===== config.mk =====
export PLATFORM = sky130hd
export DESIGN_NAME = scope_grid_timing_gen
export DESIGN_NICKNAME = d
export VERILOG_FILES = /design/src/rtl/scope_grid_timing_gen.sv
export SDC_FILE = /design/constraint.sdc
export NUM_CORES = 1
export LEC_CHECK = 0
export BUFFER_PORTS_ARGS = -buffer_cell sky130_fd_sc_hd__buf_2
export CAP_MARGIN = 25
export CORE_MARGIN = 1
export CORE_UTILIZATION = 40
export DETAILED_ROUTE_END_ITERATION = 8
export PLACE_DENSITY = 0.64
export SLEW_MARGIN = 5
export SYNTH_ARGS = -nofsm -noshare
export SYNTH_HDL_FRONTEND = slang
export SYNTH_SLANG_ARGS = --single-unit
export TNS_END_PERCENT = 30

===== constraint.sdc =====
create_clock -name pclk -period 3.6 [get_ports pclk]
set_input_delay 1.08 -clock pclk [delete_from_list [all_inputs] [get_ports pclk]]
set_output_delay 1.08 -clock pclk [all_outputs]
set_load 0.01 [all_outputs]

===== src/rtl/scope_grid_timing_gen.sv =====
// rtl/scope_grid_timing_gen.sv - raster timing and graticule pixel generator (optional dotted grid: SCOPE_GRID_DOTTED_EN)
module scope_grid_timing_gen #(
    parameter int H_ACTIVE    = 1920,
    parameter int H_FP        = 88,
    parameter int H_SYNC      = 44,
    parameter int H_BP        = 148,
    parameter int V_ACTIVE    = 1080,
    parameter int V_FP        = 4,
    parameter int V_SYNC      = 5,
    parameter int V_BP        = 36,
    parameter bit SYNC_POL    = 1'b1,
    parameter int PX0         = 442,
    parameter int PX1         = 1522,
    parameter int PY0         = 9,
    parameter int PY1         = 1075,
    parameter int GRID_X_STEP = 108,
    parameter int GRID_Y_STEP = 96
) (
    input  logic        pclk,
    input  logic        rst_n,
    input  logic        i_en,
    input  logic [23:0] bg_color,
    input  logic [23:0] grid_color,
    input  logic [23:0] border_color,
    output logic        o_hs,
    output logic        o_vs,
    output logic        o_de,
    output logic [23:0] o_data,
    output logic [11:0] o_x,
    output logic [11:0] o_y,
    output logic        o_frame_start
);

    localparam int H_TOTAL = H_ACTIVE + H_FP + H_SYNC + H_BP;
    localparam int V_TOTAL = V_ACTIVE + V_FP + V_SYNC + V_BP;

    localparam logic [11:0] H_LAST   = 12'(H_TOTAL - 1);
    localparam logic [11:0] V_LAST   = 12'(V_TOTAL - 1);
    localparam logic [11:0] H_ACT    = 12'(H_ACTIVE);
    localparam logic [11:0] V_ACT    = 12'(V_ACTIVE);
    localparam logic [11:0] HS_FIRST = 12'(H_ACTIVE + H_FP);
    localparam logic [11:0] HS_LAST  = 12'(H_ACTIVE + H_FP + H_SYNC - 1);
    localparam logic [11:0] VS_FIRST = 12'(V_ACTIVE + V_FP);
    localparam logic [11:0] VS_LAST  = 12'(V_ACTIVE + V_FP + V_SYNC - 1);
    localparam logic [11:0] X0       = 12'(PX0);
    localparam logic [11:0] X1       = 12'(PX1);
    localparam logic [11:0] Y0       = 12'(PY0);
    localparam logic [11:0] Y1       = 12'(PY1);
    localparam logic [11:0] GX_LAST  = 12'(GRID_X_STEP - 1);
    localparam logic [11:0] GY_LAST  = 12'(GRID_Y_STEP - 1);

    typedef enum logic {
        ST_RUN  = 1'b0,
        ST_HOLD = 1'b1
    } state_t;

    state_t      state;
    state_t      state_nxt;
    logic [11:0] h_cnt;
    logic [11:0] v_cnt;
    logic [11:0] gx_reg;
    logic [11:0] gy_reg;
    logic [11:0] gx_cur;
    logic [11:0] gy_cur;
    logic [23:0] bg_sh;
    logic [23:0] grid_sh;
    logic [23:0] border_sh;
    logic        line_end;
    logic        frame_end;
    logic        de_raw;
    logic        hs_raw;
    logic        vs_raw;
    logic        in_win;
    logic        on_border;
    logic        vgrid;
    logic        hgrid;
    logic [23:0] pix;

    assign line_end  = (state == ST_RUN) && (h_cnt == H_LAST);
    assign frame_end = line_end && (v_cnt == V_LAST);

    // Run/hold state register
    always_ff @(posedge pclk) begin
        if (!rst_n) begin
            state <= ST_RUN;
        end else begin
            state <= state_nxt;
        end
    end

    // Enable is only honoured at frame end, so a frame is never cut short
    always_comb begin
        state_nxt = state;
        case (state)
            ST_RUN:  if (frame_end && !i_en) state_nxt = ST_HOLD;
            ST_HOLD: if (i_en) state_nxt = ST_RUN;
            default: state_nxt = ST_RUN;
        endcase
    end

    // Raster counters; parked at the origin while holding
    always_ff @(posedge pclk) begin
        if (!rst_n || state == ST_HOLD) begin
            h_cnt <= 12'd0;
            v_cnt <= 12'd0;
        end else if (line_end) begin
            h_cnt <= 12'd0;
            v_cnt <= (v_cnt == V_LAST) ? 12'd0 : v_cnt + 12'd1;
        end else begin
            h_cnt <= h_cnt + 12'd1;
        end
    end

    // Grid phase restarts on the plot edge so no modulo divider is needed
    always_comb begin
        gx_cur = (h_cnt == X0) ? 12'd0 : gx_reg;
        gy_cur = (v_cnt == Y0) ? 12'd0 : gy_reg;
    end

    // Grid phase counters: gx per pixel, gy per line
    always_ff @(posedge pclk) begin
        if (!rst_n) begin
            gx_reg <= 12'd0;
            gy_reg <= 12'd0;
        end else if (state == ST_RUN) begin
            gx_reg <= (gx_cur == GX_LAST) ? 12'd0 : gx_cur + 12'd1;
            if (line_end) begin
                gy_reg <= (gy_cur == GY_LAST) ? 12'd0 : gy_cur + 12'd1;
            end
        end
    end

    // Colour shadows: frame-end only, so a frame is always drawn in one palette;
    // also loaded during reset so the first frame has a defined palette
    always_ff @(posedge pclk) begin
        if (!rst_n || frame_end) begin
            bg_sh     <= bg_color;
            grid_sh   <= grid_color;
            border_sh <= border_color;
        end
    end

    // Timing decode for the current counter state
    always_comb begin
        de_raw    = (h_cnt < H_ACT) && (v_cnt < V_ACT);
        hs_raw    = (h_cnt >= HS_FIRST) && (h_cnt <= HS_LAST);
        vs_raw    = (v_cnt >= VS_FIRST) && (v_cnt <= VS_LAST);
        in_win    = (h_cnt >= X0) && (h_cnt <= X1) && (v_cnt >= Y0) && (v_cnt <= Y1);
        on_border = (h_cnt == X0) || (h_cnt == X1) || (v_cnt == Y0) || (v_cnt == Y1);
    end

    // Grid line hit test; dotted build blanks alternate 4-pixel runs
    always_comb begin
`ifdef SCOPE_GRID_DOTTED_EN
        vgrid = (gx_cur == 12'd0) && (((v_cnt - Y0) & 12'd4) == 12'd0);
        hgrid = (gy_cur == 12'd0) && (((h_cnt - X0) & 12'd4) == 12'd0);
`else
        vgrid = (gx_cur == 12'd0);
        hgrid = (gy_cur == 12'd0);
`endif
    end

    // Pixel colour in priority order: blank, outside window, border, grid, background
    always_comb begin
        pix = 24'd0;
        if (de_raw && in_win) begin
            if (on_border) begin
                pix = border_sh;
            end else if (vgrid || hgrid) begin
                pix = grid_sh;
            end else begin
                pix = bg_sh;
            end
        end
    end

    // Output register stage: every output lags the counters by one pclk
    always_ff @(posedge pclk) begin
        if (!rst_n || state == ST_HOLD) begin
            o_hs          <= ~SYNC_POL;
            o_vs          <= ~SYNC_POL;
            o_de          <= 1'b0;
            o_data        <= 24'd0;
            o_x           <= 12'd0;
            o_y           <= 12'd0;
            o_frame_start <= 1'b0;
        end else begin
            o_hs          <= hs_raw ? SYNC_POL : ~SYNC_POL;
            o_vs          <= vs_raw ? SYNC_POL : ~SYNC_POL;
            o_de          <= de_raw;
            o_data        <= pix;
            o_x           <= h_cnt;
            o_y           <= v_cnt;
            o_frame_start <= (h_cnt == 12'd0) && (v_cnt == 12'd0);
        end
    end

endmodule


==> results of run 1 <==
[worst paths after layout]
check | from | endpoint | slack (ps) | depth (start not counted)
worst max-delay path | h_cnt[1]$_SDFF_PP0_ | o_data[9]$_SDFF_PP0_ | 360 | 10
worst min register to register | gx_reg[1]$_SDFFE_PN0N_ | gx_reg[1]$_SDFFE_PN0N_ | 500 | 2
worst max register to register | h_cnt[1]$_SDFF_PP0_ | o_data[9]$_SDFF_PP0_ | 360 | 10
worst min-delay path | gx_reg[1]$_SDFFE_PN0N_ | gx_reg[1]$_SDFFE_PN0N_ | 500 | 2
[worst max-delay path: cells and delay by family (launching register included)]
family          cells  cell delay, ps
fa+ha+maj           1             220
simple gates        5            1620
compound gates      3             590
flops               1             450
buf+inv             1             280
[placed cells by master, fill, tap and decap left out, types with 3 or more instances in the layout]
master	Yosys	final
and2_1	27	27
dfxtp_1	101	101
or3_1	3	3
a21oi_1	15	15
o21ai_1	4	4
xnor2_1	6	6
nor3b_1	6	6
buf_2	5	126
nand3_1	39	39
a311oi_1	5	5
clkbuf_16	0	17
clkinv_8	0	6
nor2b_1	9	9
nor3_1	9	7
a21boi_0	16	16
nand2b_1	3	3
a31oi_1	6	6
nand4_1	19	19
inv_6	0	5
xor2_1	14	14
nand2_1	44	43
and4_1	7	7
nand4b_1	5	5
nor4_1	14	14
edfxtp_1	72	72
or4_1	4	4
nor2_1	63	63
and3_1	12	12
a311oi_2	20	20
inv_1	8	8
o21ai_0	36	36
ha_1	9	9
buf_4	0	10
[per-layer routing]
layer | vias to the layer above | wire length (um) | track usage, %
met5 | - | 0 | 0
met4 | 0 | 464 | 9.55
met3 | 31 | 656 | 3.55
met2 | 147 | 8010 | 29.3
met1 | 2638 | 6750 | 20.9
li1 | 2618 | - | -
[cell families after synthesis]
group | share of synthesized area, %
flip-flops | 58.6
AO/OA/AOI/OAI | 13.0
AND/OR/NAND/NOR | 21.0
adder cells (fa/ha/maj) | 1.58
buffers and inverters | 3.35
XOR/XNOR | 2.45
[cells in the mapped netlist (all sizes together), types with 7 or more instances]
cell type | n | area share, %
dfxtp | 101 | 28
edfxtp | 72 | 30
nor2 | 63 | 3.3
nand2 | 44 | 2.3
o21ai | 40 | 2.8
nand3 | 39 | 2.7
clkbuf | 37 | 1.9
and2 | 27 | 2.4
a311oi | 25 | 4.8
nand4 | 19 | 1.7
a21boi | 18 | 1.9
a21oi | 15 | 1.1
nor4 | 15 | 1.4
xor2 | 14 | 1.7
and3 | 12 | 1.1
buf | 9 | 0.98
ha | 9 | 1.6
nor2b | 9 | 0.79
nor3 | 9 | 0.63
inv | 8 | 0.42
and4 | 7 | 0.86
[power by group through the flow]
stage / Combinational, mW / Clock [mW] / Sequential (mW)
2_1_floorplan: 0.0872 / 0 / 2.16
3_3_place_gp: 0.151 / 0 / 2.17
3_5_place_dp: 0.157 / 0 / 2.17
4_1_cts: 0.158 / 1.87 / 2.12
5_1_grt: 0.173 / 1.94 / 2.13
6_report: 0.157 / 1.83 / 2.12
[stage by stage]
| stage | util (%) | setup slack, ps |
|---|---|---|
| floorplan | - | 82.1 |
| global placement | 45.7 | 448 |
| detailed placement | 45.7 | 275 |
| CTS | 49.3 | 246 |
| global route | 49.3 | 158 |
| finish | 49.3 | 359 |
[area by class of cell]
class | instances | area, um^2 | share of cell area [%]
flip-flops and latches | 173 | 4180 | 48.9
multi-input cells | 425 | 2730 | 31.8
repair buffers | 137 | 726 | 8.47
clock buffers | 17 | 425 | 4.97
well taps | 225 | 282 | 3.29
clock inverters | 15 | 188 | 2.19
inverters | 8 | 30.0 | 0.351
diodes | 1 | 2.50 | 0.0292
==> flow_summary_export.csv, run 1 <==
group,metric,value,unit
die,core_area,17400,um^2
pwr,power_frac_clock,44.5,%
timing,min_period,3240,ps
pwr,power_frac_comb,3.8,%
detailed_routing,wl_per_cell,15.9,um
synthesis,yosys.cell_types.count,53,
clock_network,cts.repair.resized,0,
clock_network,clock_latency,430,ps
timing,fin_crit_sh,90.0,%
die,die_h,136,um
finish,postLayoutCellArea,8560,um^2
die,num_rows,48,
detailed_routing,first_pass_iters,4,
pwr,powerDensity,480,nW/um^2
detailed_routing,wirelength,15900,um
clock_network,ctsHoldBuffers,0,
die,ioPinCount,127,
place,io_buffers,126,
critical_path,worstPathArrival,3580,ps
synthesis,ys_seq_elements,173,
die,die_x,136,um
status,outcome,"finished, final reports clean",
synthesis,syn_avg_cell_area,10.9,um^2
critical_path,crit_type,"reg2reg",
critical_path,cp_slowest_cell,"or4b_2",
grt,grt_pass1_vias,5142,
finish,layout-drive-gt1-share,26.3,%
detailed_routing,ant_nets,0,
synthesis,synth_edf_count,72,
critical_path,end_kind,"register",
synthesis,postSynth.asyncResetShare,0,%
clock_network,cts_tree,"done",
grt,grt_use_total,17.5,%
grt,antenna_found_initial,0,
place,dp.cells,968,
place,gp_congestion,0.879,
timing,final.setup.tns,0,ps
pwr,netSwitchingFraction,24.3,%
timing,worst_pin_slew,752,ps
synthesis,ys.flop_type,"dfxtp_1",
detailed_routing,drc,0,
timing,hold_violations,0,
timing,rsz0062_at_grt,"no",
pwr,p_seq_share,51.6,%
clock_network,postCtsSetupRepairBufs,0,
synthesis,synthCells,652,
detailed_routing,first_iter_violations,296,
critical_path,cp_cell_sequence,"nor3b_1 > nand4_1 > nand2_1 > ha_1 > or4b_2 > nor3_2 > a221o_1 > buf_4 > o21ai_0 > a311oi_2",
synthesis,syn_area,7140,um^2
pwr,ir_drop,348,uV
die,start_util,41.1,%
finish,syn2layout_area_growth,20.0,%
detailed_routing,vias,5434,
job,drv_cap,0,
timing,maxSlewHeadroom,49.9,%
timing,fmax,309,MHz
die,die-area,18400,um^2
clock_network,numCtsBuffers,17,
pwr,total_power,4.11,mW
place,place.detailed.hpwl,10500,um
clock_network,clk_path_buf_depth,2,
synthesis,yosysSeqAreaShare,58.6,%
synthesis,ys_warn_count,0,
place,placed_cell_area,7940,um^2
finish,layout.cells.non_filler,1001,
timing,report.final.slew_viol_count,0,
grt,grt_overflow_total,0,
grt,grt_pass1_wl,25000,um
timing,fin_skew,16.1,ps
timing,holdWs,501,ps
detailed_routing,vias_per_cell,5.43,
finish,num-fill-cells,1540,
worst_hold_path,hold_path.class,"reg2reg",
critical_path,worstPathRequired,3940,ps
pwr,p_leak,3.29,nW
clock_network,clk_pin_slew,70,ps
finish,fin_nets,846,
grt,grt_max_degree,73,
timing,setup_viol,0,
pwr,p_int,3.11,mW
critical_path,cp_slowest_stage_delay,610,ps
clock_network,cts_sinks,173,
pwr,power_switching,0.997,mW
clock_network,cts_root_buf,"clkbuf_16",
synthesis,synth_fp_nets,736,
critical_path,cp_max_fo,24,
critical_path,start_kind,"register",
clock_network,htreeDepth,4,
Power figures use the tool's default switching activity.
==> inputs of run 2 (changes only) <==
--- a/config.mk
+++ b/config.mk
@@ -10,7 +10,7 @@
 export CORE_MARGIN = 1
 export CORE_UTILIZATION = 40
 export DETAILED_ROUTE_END_ITERATION = 8
-export PLACE_DENSITY = 0.64
+export PLACE_DENSITY = 0.61
 export SLEW_MARGIN = 5
 export SYNTH_ARGS = -nofsm -noshare
 export SYNTH_HDL_FRONTEND = slang
==> constraint.sdc (replaced) <==
create_clock -name pclk -period 3.3 [get_ports pclk]
set_input_delay 0.99 -clock pclk [delete_from_list [all_inputs] [get_ports pclk]]
set_output_delay 0.99 -clock pclk [all_outputs]
set_load 0.01 [all_outputs]
==> run 2 against run 1 <==
- clock power up 5%
- global-route usage up 0.61 points
- non-clock buffer count up 13
- final cell count up 1.2%
- critical path type unchanged
- largest cell class unchanged
==> flow_summary_export.csv, run 2 (synthesized netlist as in run 1, its figures left out) <==
group,metric,value,unit
worst_hold_path,whs_path_depth,2,
clock_network,clk_path_buf_depth,2,
finish,num-fill-cells,1564,
grt,antenna_found_initial,0,
timing,final.setup.tns,0,ps
critical_path,cp_slowest_cell,"or4b_2",
detailed_routing,ant_nets,0,
clock_network,cts_root_buf,"clkbuf_16",
finish,mostFrequentLayoutCells,"buf_2, dfxtp_1, edfxtp_1, nor2_1, nand2_1",
timing,rsz0062_at_grt,"no",
finish,layout-drive-gt1-share,27.4,%
die,num_rows,48,
critical_path,path_buf_inv,1,
die,core_area,17400,um^2
critical_path,cp_max_fo,24,
grt,grt_use_total,18.1,%
worst_hold_path,min_from,"gx_reg[0]$_SDFFE_PN0N_",
die,die_x,136,um
critical_path,rr_worst_depth,10,
critical_path,cp_cell_sequence,"and4_2 > nand4_1 > nand2_1 > ha_1 > or4b_2 > nor3_2 > a221o_1 > buf_12 > o21ai_0 > a311oi_2",
die,ioPinCount,127,
clock_network,cts.repair.resized,0,
timing,fin_skew,11.7,ps
finish,fin_nets,859,
critical_path,start_kind,"register",
job,drv_cap,0,
finish,postLayoutCellArea,8640,um^2
clock_network,cts_sinks,173,
critical_path,r2r_end,"o_data[14]$_SDFF_PP0_",
timing,fin_crit_sh,93.1,%
clock_network,ctsHoldBuffers,0,
pwr,p_leak,3.34,nW
clock_network,clock_latency,430,ps
clock_network,cts_tree,"done",
die,die-area,18400,um^2
critical_path,crit_family,"simple AND/OR/NAND/NOR gates",
timing,fmax,325,MHz
timing,maxSlewHeadroom,50.3,%
grt,grt_overflow_total,0,
timing,report.final.slew_viol_count,0,
detailed_routing,vias_per_cell,5.26,
status,outcome,"finished, final reports clean",
clock_network,htreeDepth,4,
detailed_routing,first_pass_iters,5,
detailed_routing,vias,5325,
finish,layout.cells.non_filler,1013,
grt,grt_pass1_wl,25900,um
detailed_routing,drc,0,
clock_network,clk_pin_slew,70,ps
pwr,powerDensity,512,nW/um^2
finish,syn2layout_area_growth,21.0,%
critical_path,reg2reg_slack,230,ps
timing,setup_viol,0,
finish,antennaDiodeCount,0,
place,io_buffers,126,
timing,min_period,3070,ps
finish,layout_commonest_cell,"buf_2",
clock_network,numCtsBuffers,17,
critical_path,end_kind,"register",
place,dp.cells,981,
clock_network,postCtsSetupRepairBufs,0,
die,start_util,41.1,%
critical_path,worstPathRequired,3640,ps
die,die_h,136,um
place,place.detailed.hpwl,10800,um
critical_path,crit_type,"reg2reg",
detailed_routing,wirelength,16000,um
place,gp_congestion,0.842,
pwr,ir_drop,364,uV
grt,grt_max_degree,49,
critical_path,worstPathArrival,3410,ps
worst_hold_path,min_to,"gx_reg[0]$_SDFFE_PN0N_",
pwr,total_power,4.42,mW
place,placed_cell_area,8060,um^2
worst_hold_path,hold_path.class,"reg2reg",
timing,setup_slack,226,ps
timing,hold_violations,0,
critical_path,cp_slowest_stage_delay,610,ps
detailed_routing,first_iter_violations,480,
place,pre_cts_ws,128,ps
grt,grt_pass1_vias,5140,
timing,worst_pin_slew,745,ps
critical_path,r2r_start,"h_cnt[8]$_SDFF_PP0_",
detailed_routing,wl_per_cell,15.8,um
run 2: where the power goes:
group	leakage (nW)	switching (mW)	internal (mW)
combinational	1.55	0.102	0.0786
sequential	1.52	0.0224	2.29
clock	0.269	0.867	1.06
total	3.34	0.992	3.43
run 2: worst max path at each step:
stage,startpoint,to,slack (ps),cells after the start
after floorplan,h_cnt[4]$_SDFF_PP0_,o_data[12]$_SDFF_PP0_,230,12
after global placement,h_cnt[1]$_SDFF_PP0_,o_data[21]$_SDFF_PP0_,270,10
after detailed placement,h_cnt[1]$_SDFF_PP0_,o_data[14]$_SDFF_PP0_,130,10
after CTS,h_cnt[1]$_SDFF_PP0_,o_data[14]$_SDFF_PP0_,120,10
after global routing,h_cnt[8]$_SDFF_PP0_,o_data[14]$_SDFF_PP0_,10,10
final,h_cnt[8]$_SDFF_PP0_,o_data[14]$_SDFF_PP0_,230,10
run 2: layout make-up:
type                    instances  area [um^2]  share of cell area [%]
multi-input cells             425         2730                    31.6
inverters                       8         30.0                   0.348
well taps                     225          282                    3.26
clock inverters                14          136                    1.58
flip-flops and latches        173         4180                    48.4
clock buffers                  18          429                    4.97
repair buffers                150          848                    9.82
run 2: routing by layer:
layer | track usage, % | share of wire, % | wire length (um)
met3 | 4.04 | 4.0 | 635
met5 | 0 | 0 | 0
met4 | 5.99 | 1.4 | 229
met2 | 30.3 | 50 | 8050
met1 | 23.0 | 44 | 7120
run 2: worst min-delay path, stage by stage, from the launching register on:
cell	delay (ps)
dfxtp_1	330
nand2_1	70
a21boi_0	70
run 2: metrics by stage:
stage	hold WS (ps)	utilization (%)
after floorplan	460	-
after global placement	478	46.4
after detailed placement	497	46.4
after CTS	508	49.7
after global routing	547	49.8
final	505	49.8
